[config.mk]
export PLATFORM = sky130hd
export DESIGN_NAME = alu_op_sequencer
export DESIGN_NICKNAME = d
export VERILOG_FILES = /design/src/rtl/alu_op_sequencer.sv
export SDC_FILE = /design/constraint.sdc
export NUM_CORES = 1
export LEC_CHECK = 0
export ABC_AREA = 0
export CAP_MARGIN = 20
export CORE_ASPECT_RATIO = 0.5
export CORE_MARGIN = 5
export CORE_UTILIZATION = 49
export DETAILED_ROUTE_END_ITERATION = 10
export PLACE_DENSITY = 0.95
export SYNTH_ARGS = -nofsm -noshare
export SYNTH_HDL_FRONTEND = slang
export SYNTH_SLANG_ARGS = --single-unit
[constraint.sdc]
create_clock -name clk -period 5.45 [get_ports clk]
set_input_delay 0.545 -clock clk [delete_from_list [all_inputs] [get_ports clk]]
set_output_delay 0.545 -clock clk [all_outputs]
set_load 0.1 [all_outputs]
[src/rtl/alu_op_sequencer.sv]
// alu_op_sequencer: valid/ready front end for a 16-bit ALU with own error checks and a 32-bit accumulator
module alu_op_sequencer #(
  parameter int LATENCY = 2,
  parameter int MAX_OP  = 12
) (
  input  logic        clk,
  input  logic        reset,
  input  logic        req_valid,
  output logic        req_ready,
  input  logic [5:0]  req_op,
  input  logic [15:0] req_a,
  input  logic [15:0] req_b,
  input  logic        req_use_acc,
  output logic [15:0] alu_a,
  output logic [15:0] alu_b,
  output logic [5:0]  alu_sel,
  input  logic [31:0] alu_out,
  output logic        rsp_valid,
  input  logic        rsp_ready,
  output logic [31:0] rsp_data,
  output logic        rsp_err,
  output logic [31:0] acc,
  output logic        busy
);
  typedef enum logic [1:0] {IDLE, EXEC, RESP} state_t;
  state_t      state_q, state_d;
  logic [3:0]  cnt_q, cnt_d;
  logic [15:0] a_q, a_d, b_q, b_d;
  logic [5:0]  sel_q, sel_d;
  logic        err_q, err_d, rsp_err_q, rsp_err_d;
  logic [31:0] rsp_data_q, rsp_data_d, acc_q, acc_d;
  logic [15:0] a_sel;
  logic [16:0] sum;
  logic        illegal, op_err, wide;
  logic [31:0] res;
  always_comb begin
    a_sel   = req_use_acc ? acc_q[15:0] : req_a;
    sum     = {1'b0, a_sel} + {1'b0, req_b};
    illegal = req_op > 6'(MAX_OP);
    op_err  = illegal
            | (req_op == 6'd4 && a_sel > 16'd12)
            | (req_op == 6'd5 && a_sel > 16'd22)
            | (req_op == 6'd6 && sum[16])
            | (req_op == 6'd7 && a_sel < req_b)
            | (req_op == 6'd9 && req_b == 16'd0);
    // factorial, exp and multiply produce full 32-bit results; the rest are 16-bit
    wide    = sel_q == 6'd4 || sel_q == 6'd5 || sel_q == 6'd8;
    res     = wide ? alu_out : {16'h0000, alu_out[15:0]};
  end
  always_comb begin
    state_d    = state_q;
    cnt_d      = cnt_q;
    a_d        = a_q;
    b_d        = b_q;
    sel_d      = sel_q;
    err_d      = err_q;
    rsp_data_d = rsp_data_q;
    rsp_err_d  = rsp_err_q;
    acc_d      = acc_q;
    case (state_q)
      IDLE: if (req_valid) begin
        a_d     = a_sel;
        b_d     = req_b;
        sel_d   = illegal ? 6'd0 : req_op;
        err_d   = op_err;
        cnt_d   = 4'(LATENCY - 1);
        state_d = EXEC;
      end
      EXEC: if (cnt_q == 4'd0) begin
        state_d    = RESP;
        rsp_err_d  = err_q;
        rsp_data_d = (err_q || sel_q == 6'd0) ? 32'd0 : res;
        acc_d      = err_q ? acc_q : (sel_q == 6'd0 ? 32'd0 : res);
      end else begin
        cnt_d = cnt_q - 4'd1;
      end
      RESP: if (rsp_ready) state_d = IDLE;
      default: state_d = IDLE;
    endcase
  end
  always_ff @(posedge clk or posedge reset) begin
    if (reset) begin
      state_q    <= IDLE;
      cnt_q      <= '0;
      a_q        <= '0;
      b_q        <= '0;
      sel_q      <= '0;
      err_q      <= 1'b0;
      rsp_data_q <= '0;
      rsp_err_q  <= 1'b0;
      acc_q      <= '0;
    end else begin
      state_q    <= state_d;
      cnt_q      <= cnt_d;
      a_q        <= a_d;
      b_q        <= b_d;
      sel_q      <= sel_d;
      err_q      <= err_d;
      rsp_data_q <= rsp_data_d;
      rsp_err_q  <= rsp_err_d;
      acc_q      <= acc_d;
    end
  end
  assign req_ready = state_q == IDLE;
  assign busy      = state_q != IDLE;
  assign rsp_valid = state_q == RESP;
  assign alu_a     = a_q;
  assign alu_b     = b_q;
  assign alu_sel   = sel_q;
  assign rsp_data  = rsp_data_q;
  assign rsp_err   = rsp_err_q;
  assign acc       = acc_q;
endmodule

==> impl_metrics.toml, run 1 <==
[clock_tree]
clockBufferDepth = 2
cts_tree = "built"
cts_buffers = 9
cts_hold_buf = 0
post_cts_buffers = 0
cts_root_buf = "clkbuf_16"
cts_resized = 0
clk_pin_slew_ps = 80
clk-insertion-delay-late_ps = 360
cts_sinks = 110
htree_levels = 3

[route]
maxUsedRoutingLayer = "met4"
viasPerCell = 5.81
drtPass1Iterations = 4
wl_um = 16300
route.met3.wl_um = 1090
drc = 0
dr_total_vias = 4598
met1Wirelength_um = 6630
drt-initial-drc-count = 414
drtAntennaViolNets = 0
wl_per_cell_um = 20.7
dr_wl_met2_um = 8070

[setup_path]
max_stage_delay_ps = 1080
crit_arrival_ps = 3500
startpoint_type = "primary input"
cp_cell_sequence = "clkdlybuf4s50_1 > mux2i_1 > inv_1 > ha_1 > nand2b_1 > a21oi_1 > o31a_1 > o41ai_1 > a41oi_1"
critPathMaxFanout = 20
end_kind = "flip-flop"
crit_required_ps = 5660
path_class = "primary input to flip-flop"
r2r_cells = 8
crit_slowest_cell = "clkdlybuf4s50_1"

[floorplanning]
rows = 26
die_w_um = 156
die_area_mm2 = 0.0130
initial_core_util = 0.508
top_level_ports = 181
die_height_um = 83.1
core_area_mm2 = 0.0103

[timing]
fin_tns_setup_ps = 0
hold_violations = 0
fin_crit_ps = 3290
finalSetupViolations = 0
fmax_ghz = 0.304
slew_headroom = 0.298
worst_pin_slew_ps = 1050
rsz0062_at_grt = "no"
slew_viol_final = 0
clock-skew-final_ps = 7.80
post-route-period-util = 0.603

[hold_path]
worstHoldPathCells = 2
hold_class = "flip-flop to flip-flop"

[yosys]
async_reset_ff_frac = 1.00
syn-num-nets = 580
synth_cell_types = 47
syn_avg_cell_area_um2 = 11.1
postSynthCellCount = 471
yosysSeqAreaShare = 0.526
ys.warnings.count = 0
synth-seq-cells = 110
synth-main-ff-cell = "dfrtp_1"
synth_edf_count = 0
syn_area_mm2 = 0.00524

[run]
drv_cap = 0

[layout]
drive_above_1_share = 0.0614
fillerInstances = 697
finalNetCount = 755
diodes = 0
syn2layout_area_growth_pct = 43.0

[global_route]
gr-total-overflow = 0
grt_max_degree = 64
antenna_found_initial = 0
grt_pass1_vias = 4779
grt_first_pass_wirelength_um = 25900
grt_usage = 0.252

[place]
port_buffers = 180
place_congestion = 0.930
place_hpwl_um = 11900

[status]
status = "completed"
## logic make-up after synthesis
family	Yosys count	synth area share
AO/OA/AOI/OAI	131	0.187
XOR/XNOR	1	0.00167
adder cells (fa/ha/maj)	34	0.0812
buffers and inverters	56	0.0483
flip-flops	110	0.526
multiplexers	18	0.0370
AND/OR/NAND/NOR	121	0.119
## per-stage QoR
step                       util  hold slack, ps  cells  setup slack (ps)  instance area, µm²
after floorplan               -             487    471              2000                5240
after global placement    0.690             461    773              2020                7120
after detailed placement  0.695             466    775              1930                7160
after CTS                 0.726             484    791              2230                7490
after global routing      0.726             500    791              2040                7490
final                     0.726             483    791              2160                7490
## registers in the layout (all words and copies together), names as in the netlist
name and flops:
rsp_data 32, alu_sel 6, acc 32, alu_a 16, rsp_err 1, state_q 2, alu_b 16, err_q 1
cnt_q 4
## area by class of cell
cell class,count,area (µm²),area share
repair buffers,186,1870,0.250
flip-flops and latches,110,2750,0.368
well taps,140,175,0.0234
multi-input cells,305,2230,0.298
clock buffers,9,225,0.0301
clock inverters,7,100,0.0134
inverters,34,130,0.0174
## critical path, delay by kind of cell
| kind | cells | cell delay [ps] |
|---|---|---|
| mux | 1 | 470 |
| fa+ha+maj | 1 | 340 |
| compound gates | 4 | 810 |
| simple gates | 1 | 110 |
| buf+inv | 2 | 1210 |
## cell usage after synthesis (all sizes together) (6+ instances only)
master | number | share of area
buf | 9 | 0.015
nand4 | 6 | 0.0072
nand2 | 56 | 0.040
dfrtp | 110 | 0.53
inv | 34 | 0.024
mux2i | 7 | 0.013
clkbuf | 13 | 0.0093
a21oi | 22 | 0.021
nor2 | 19 | 0.014
nor4 | 9 | 0.011
o21ai | 21 | 0.020
mux2 | 11 | 0.024
a22o | 70 | 0.12
nor2b | 6 | 0.0072
ha | 34 | 0.081
## metal layers
layer,up-vias,global-route usage
met5,-,0
met3,41,0.0498
met2,215,0.415
li1,2052,-
met4,0,0.102
met1,2290,0.328
## worst paths after layout
path,slack (ps),end,from
max,2160,err_q,req_use_acc
min,480,alu_b[12],alu_b[12]
max reg2reg,2410,acc[22],cnt_q[0]
min reg2reg,480,alu_b[12],alu_b[12]
max in group asynchronous,3640,alu_a[8],reset
min in group asynchronous,700,acc[28],reset
## placed cells by master, fill, tap and decap left out, types with 2 or more instances in the layout
cell type        netlist  final
a22o_1                70     70
o211ai_1               4      4
nor2b_1                6      6
a21oi_1               22     22
nand4b_1               2      2
nor3_1                 4      4
nor4b_1                2      2
ha_1                  34     34
inv_6                  0      2
nor2_1                18     18
nand2b_1               3      3
nor4_1                 9      9
mux2i_1                7      7
mux2_2                11     11
nand2_1               56     56
clkinv_8               0      2
inv_1                 34     33
clkbuf_16              0      9
nand4_1                6      6
o21ai_0               21     21
buf_4                  0      4
clkdlybuf4s50_1        0    180
nand3_1                3      3
o21bai_1               3      3
dfrtp_1              110    110
Power of run 1 is left out: the tool's default activity adds up to more than one toggle a clock period on the data nets, which glitch-free logic cannot reach.
==> run 2: changes to the inputs <==
CORE_UTILIZATION = 41   (was 49)
PLACE_DENSITY = 0.85   (was 0.95)
clock period = 3 ns   (was 5.45 ns; I/O delays follow)
==> impl_metrics.toml, run 2 (same netlist as run 1, synthesis figures left out) <==
[timing]
slew_viol_final = 0
fin_tns_setup_ps = 0
post-route-period-util = 0.864
slew_headroom = 0.343
rsz0062_at_grt = "no"
worst_pin_slew_ps = 983
hold_violations = 0
fmax_ghz = 0.386
timing.hold.ws_ps = 400
clock-skew-final_ps = 9.13
fin_crit_ps = 2590
finalSetupViolations = 0

[global_route]
grt_pass1_vias = 4649
gr-total-overflow = 0
grt_first_pass_wirelength_um = 25100
grt_max_degree = 51
grt_usage = 0.204
antenna_found_initial = 0

[layout]
diodes = 0
layout_commonest_cell = "buf_4"
drive_above_1_share = 0.235
finalNetCount = 764
syn2layout_area_growth_pct = 39.0
layout_common_cells = "119 x buf_4, 110 x dfrtp_1, 74 x clkdlybuf4s50_1"
fin_util = 0.578

[setup_path]
end_kind = "flip-flop"
max_stage_delay_ps = 640
reg2reg_from = "acc[10]"
path_class = "primary input to flip-flop"
critPathMaxFanout = 6
cp_cell_sequence = "clkdlybuf4s50_1 > buf_4 > mux2i_1 > inv_1 > ha_1 > nand2b_1 > a21oi_1 > o31a_1 > o41ai_1 > a41oi_1"
startpoint_type = "primary input"
critPathLaunch = "req_use_acc"
crit_required_ps = 3200
crit_slowest_cell = "clkdlybuf4s50_1"
crit_arrival_ps = 2790

[route]
drc = 0
wl_um = 15500
drtPass1Iterations = 4
wl_per_cell_um = 18.7
dr_total_vias = 4442
drt-initial-drc-count = 285
viasPerCell = 5.35
drtAntennaViolNets = 0

[clock_tree]
clockBufferDepth = 2
post_cts_buffers = 0
clk_pin_slew_ps = 70
cts_buffers = 9
cts_sinks = 110
cts_resized = 0
clk-insertion-delay-late_ps = 350
htree_levels = 3
cts_root_buf = "clkbuf_16"
cts_tree = "built"
cts_hold_buf = 0

[floorplanning]
initial_core_util = 0.416
die_area_mm2 = 0.0153
top_level_ports = 181
rows = 29
die_height_um = 89.9
die_w_um = 170
core_area_mm2 = 0.0126

[place]
port_buffers = 180
place_congestion = 0.941
place_hpwl_um = 11700

[status]
status = "completed"

[hold_path]
hold_class = "primary input to async pin"

[run]
drv_cap = 0
[run 2: worst max-delay path, delay by kind of cell]
family | cells | cell delay [ps]
buf+inv | 3 | 980
mux | 1 | 280
compound gates | 4 | 780
simple gates | 1 | 120
fa+ha+maj | 1 | 320
[run 2: final timing paths]
path / to / slack, ps / cells past startpoint
worst min-delay path: rsp_data[3] / 400 / 2
worst max register to register: err_q / 770 / 7
max in group asynchronous: alu_a[8] / 1910 / 3
worst max-delay path: err_q / 410 / 10
min in group clk: alu_a[6] / 480 / 2
worst min register to register: alu_a[6] / 480 / 2
[run 2: final cells by class]
type	count	area (µm²)
clock buffers	10	229
clock inverters	6	46.3
fillers	1019	5310
inverters	34	131
multi-input cells	305	2230
flip-flops and latches	110	2750
well taps	170	213
repair buffers	195	1670
[run 2: metrics by stage]
step / setup slack (ps) / instance area [µm²] / std cells
floorplan: 534 / 5240 / 471
global placement: 168 / 7000 / 814
detailed placement: 121 / 7000 / 814
CTS: 455 / 7280 / 830
global route: 185 / 7280 / 830
finish: 409 / 7280 / 830
[run 2: per-layer routing]
layer / up-vias / global-route usage / routed length (µm)
met1: 2182 / 0.267 / 6630
met2: 156 / 0.338 / 7480
met4: 0 / 0.0683 / 410
li1: 2068 / - / -
met3: 36 / 0.0429 / 964
met5: - / 0 / 0
Power of run 2 is left out for the same reason.
==> run 3: changes to the inputs <==
CTS_CLUSTER_DIAMETER = 80   (was default)
SLEW_MARGIN = 30   (was default)
==> impl_metrics.toml, run 3 (same netlist as run 1, synthesis figures left out) <==
[clock_tree]
cts_buffers = 9
htree_levels = 3
cts_root_buf = "clkbuf_16"
post_cts_buffers = 0
clockBufferDepth = 2
cts_resized = 0
clk-insertion-delay-late_ps = 350
cts_sinks = 110
cts_tree = "built"
clk_pin_slew_ps = 70
cts_hold_buf = 0

[timing]
fin_crit_ps = 2590
fin_tns_setup_ps = 0
finalSetupViolations = 0
worst_pin_slew_ps = 701
fmax_ghz = 0.386
slew_headroom = 0.532
hold_violations = 0
clock-skew-final_ps = 9.37
slew_viol_final = 0
post-route-period-util = 0.864
rsz0062_at_grt = "no"

[setup_path]
path_class = "primary input to flip-flop"
max_stage_delay_ps = 640
ff2ff_setup_slack_ps = 770
r2r_cells = 7
crit_arrival_ps = 2790
crit_slowest_cell = "clkdlybuf4s50_1"
end_kind = "flip-flop"
crit_family = "buffers and inverters"
r2r_end = "err_q"
critical_path_buf_inv_count = 3
crit_required_ps = 3200
reg2reg_from = "acc[10]"
critPathMaxFanout = 6
cp_cell_sequence = "clkdlybuf4s50_1 > buf_4 > mux2i_1 > inv_1 > ha_1 > nand2b_1 > a21oi_1 > o31a_1 > o41ai_1 > a41oi_1"
startpoint_type = "primary input"

[route]
drt-initial-drc-count = 285
dr_total_vias = 4441
wl_per_cell_um = 18.6
viasPerCell = 5.35
wl_um = 15500
drc = 0
drtAntennaViolNets = 0
drtPass1Iterations = 4

[place]
dpl-instance-area_mm2 = 0.00700
place_hpwl_um = 11700
numPlacedInstances = 814
place_congestion = 0.941
port_buffers = 180

[floorplanning]
die_height_um = 89.9
initial_core_util = 0.416
core_area_mm2 = 0.0126
die_w_um = 170
rows = 29
die_area_mm2 = 0.0153
top_level_ports = 181

[layout]
layout_commonest_cell = "buf_4"
syn2layout_area_growth_pct = 39.1
diodes = 0
drive_above_1_share = 0.236
layout_common_cells = "119 x buf_4, 110 x dfrtp_1, 74 x clkdlybuf4s50_1"
stdcell_area_mm2 = 0.00728
instances_no_fill = 830
finalNetCount = 764

[hold_path]
hold_class = "primary input to async pin"

[global_route]
grt_max_degree = 51
grt_usage = 0.204
grt_first_pass_wirelength_um = 25100
grt_pass1_vias = 4649
gr-total-overflow = 0
antenna_found_initial = 0

[run]
drv_cap = 0

[status]
status = "completed"
-- run 3: worst register-to-register path, cell delays in order, from the launching register on --
cell,delay [ps]
dfrtp_1,440
mux2_2,330
ha_1,330
nor4b_1,410
and4b_1,260
o31a_1,130
o41ai_1,70
a41oi_1,180
-- run 3: worst max-delay path by stage --
stage | start | end | slack [ps] | depth (start not counted)
after global placement | req_use_acc | err_q | 170 | 10
after detailed placement | req_use_acc | err_q | 120 | 10
final | req_use_acc | err_q | 410 | 10
after CTS | req_use_acc | err_q | 450 | 10
after floorplan | acc[2] | err_q | 530 | 8
after global routing | req_use_acc | err_q | 180 | 10
-- run 3: layout make-up --
cell class	instances	area, µm²
multi-input combinational	305	2240
sequential	110	2750
clock buffer	10	229
tap	170	213
clock inverter	6	46.3
fill	1018	5310
timing repair buffer	195	1670
inverter	34	131
-- run 3: metal layers --
metal,GRT usage,share of wire,vias to the layer above
li1,-,-,2068
met1,0.267,0.43,2184
met2,0.338,0.48,153
met3,0.0429,0.062,36
met4,0.0683,0.026,0
met5,0,0,-
-- run 3: stage by stage --
step / worst slack (ps) / hold slack, ps / util
6_report: 409 / 400 / 0.578
5_1_grt: 185 / 455 / 0.578
4_1_cts: 455 / 424 / 0.578
3_5_place_dp: 121 / 471 / 0.556
3_3_place_gp: 168 / 463 / 0.556
2_1_floorplan: 534 / 405 / -
Power of run 3 is left out for the same reason.
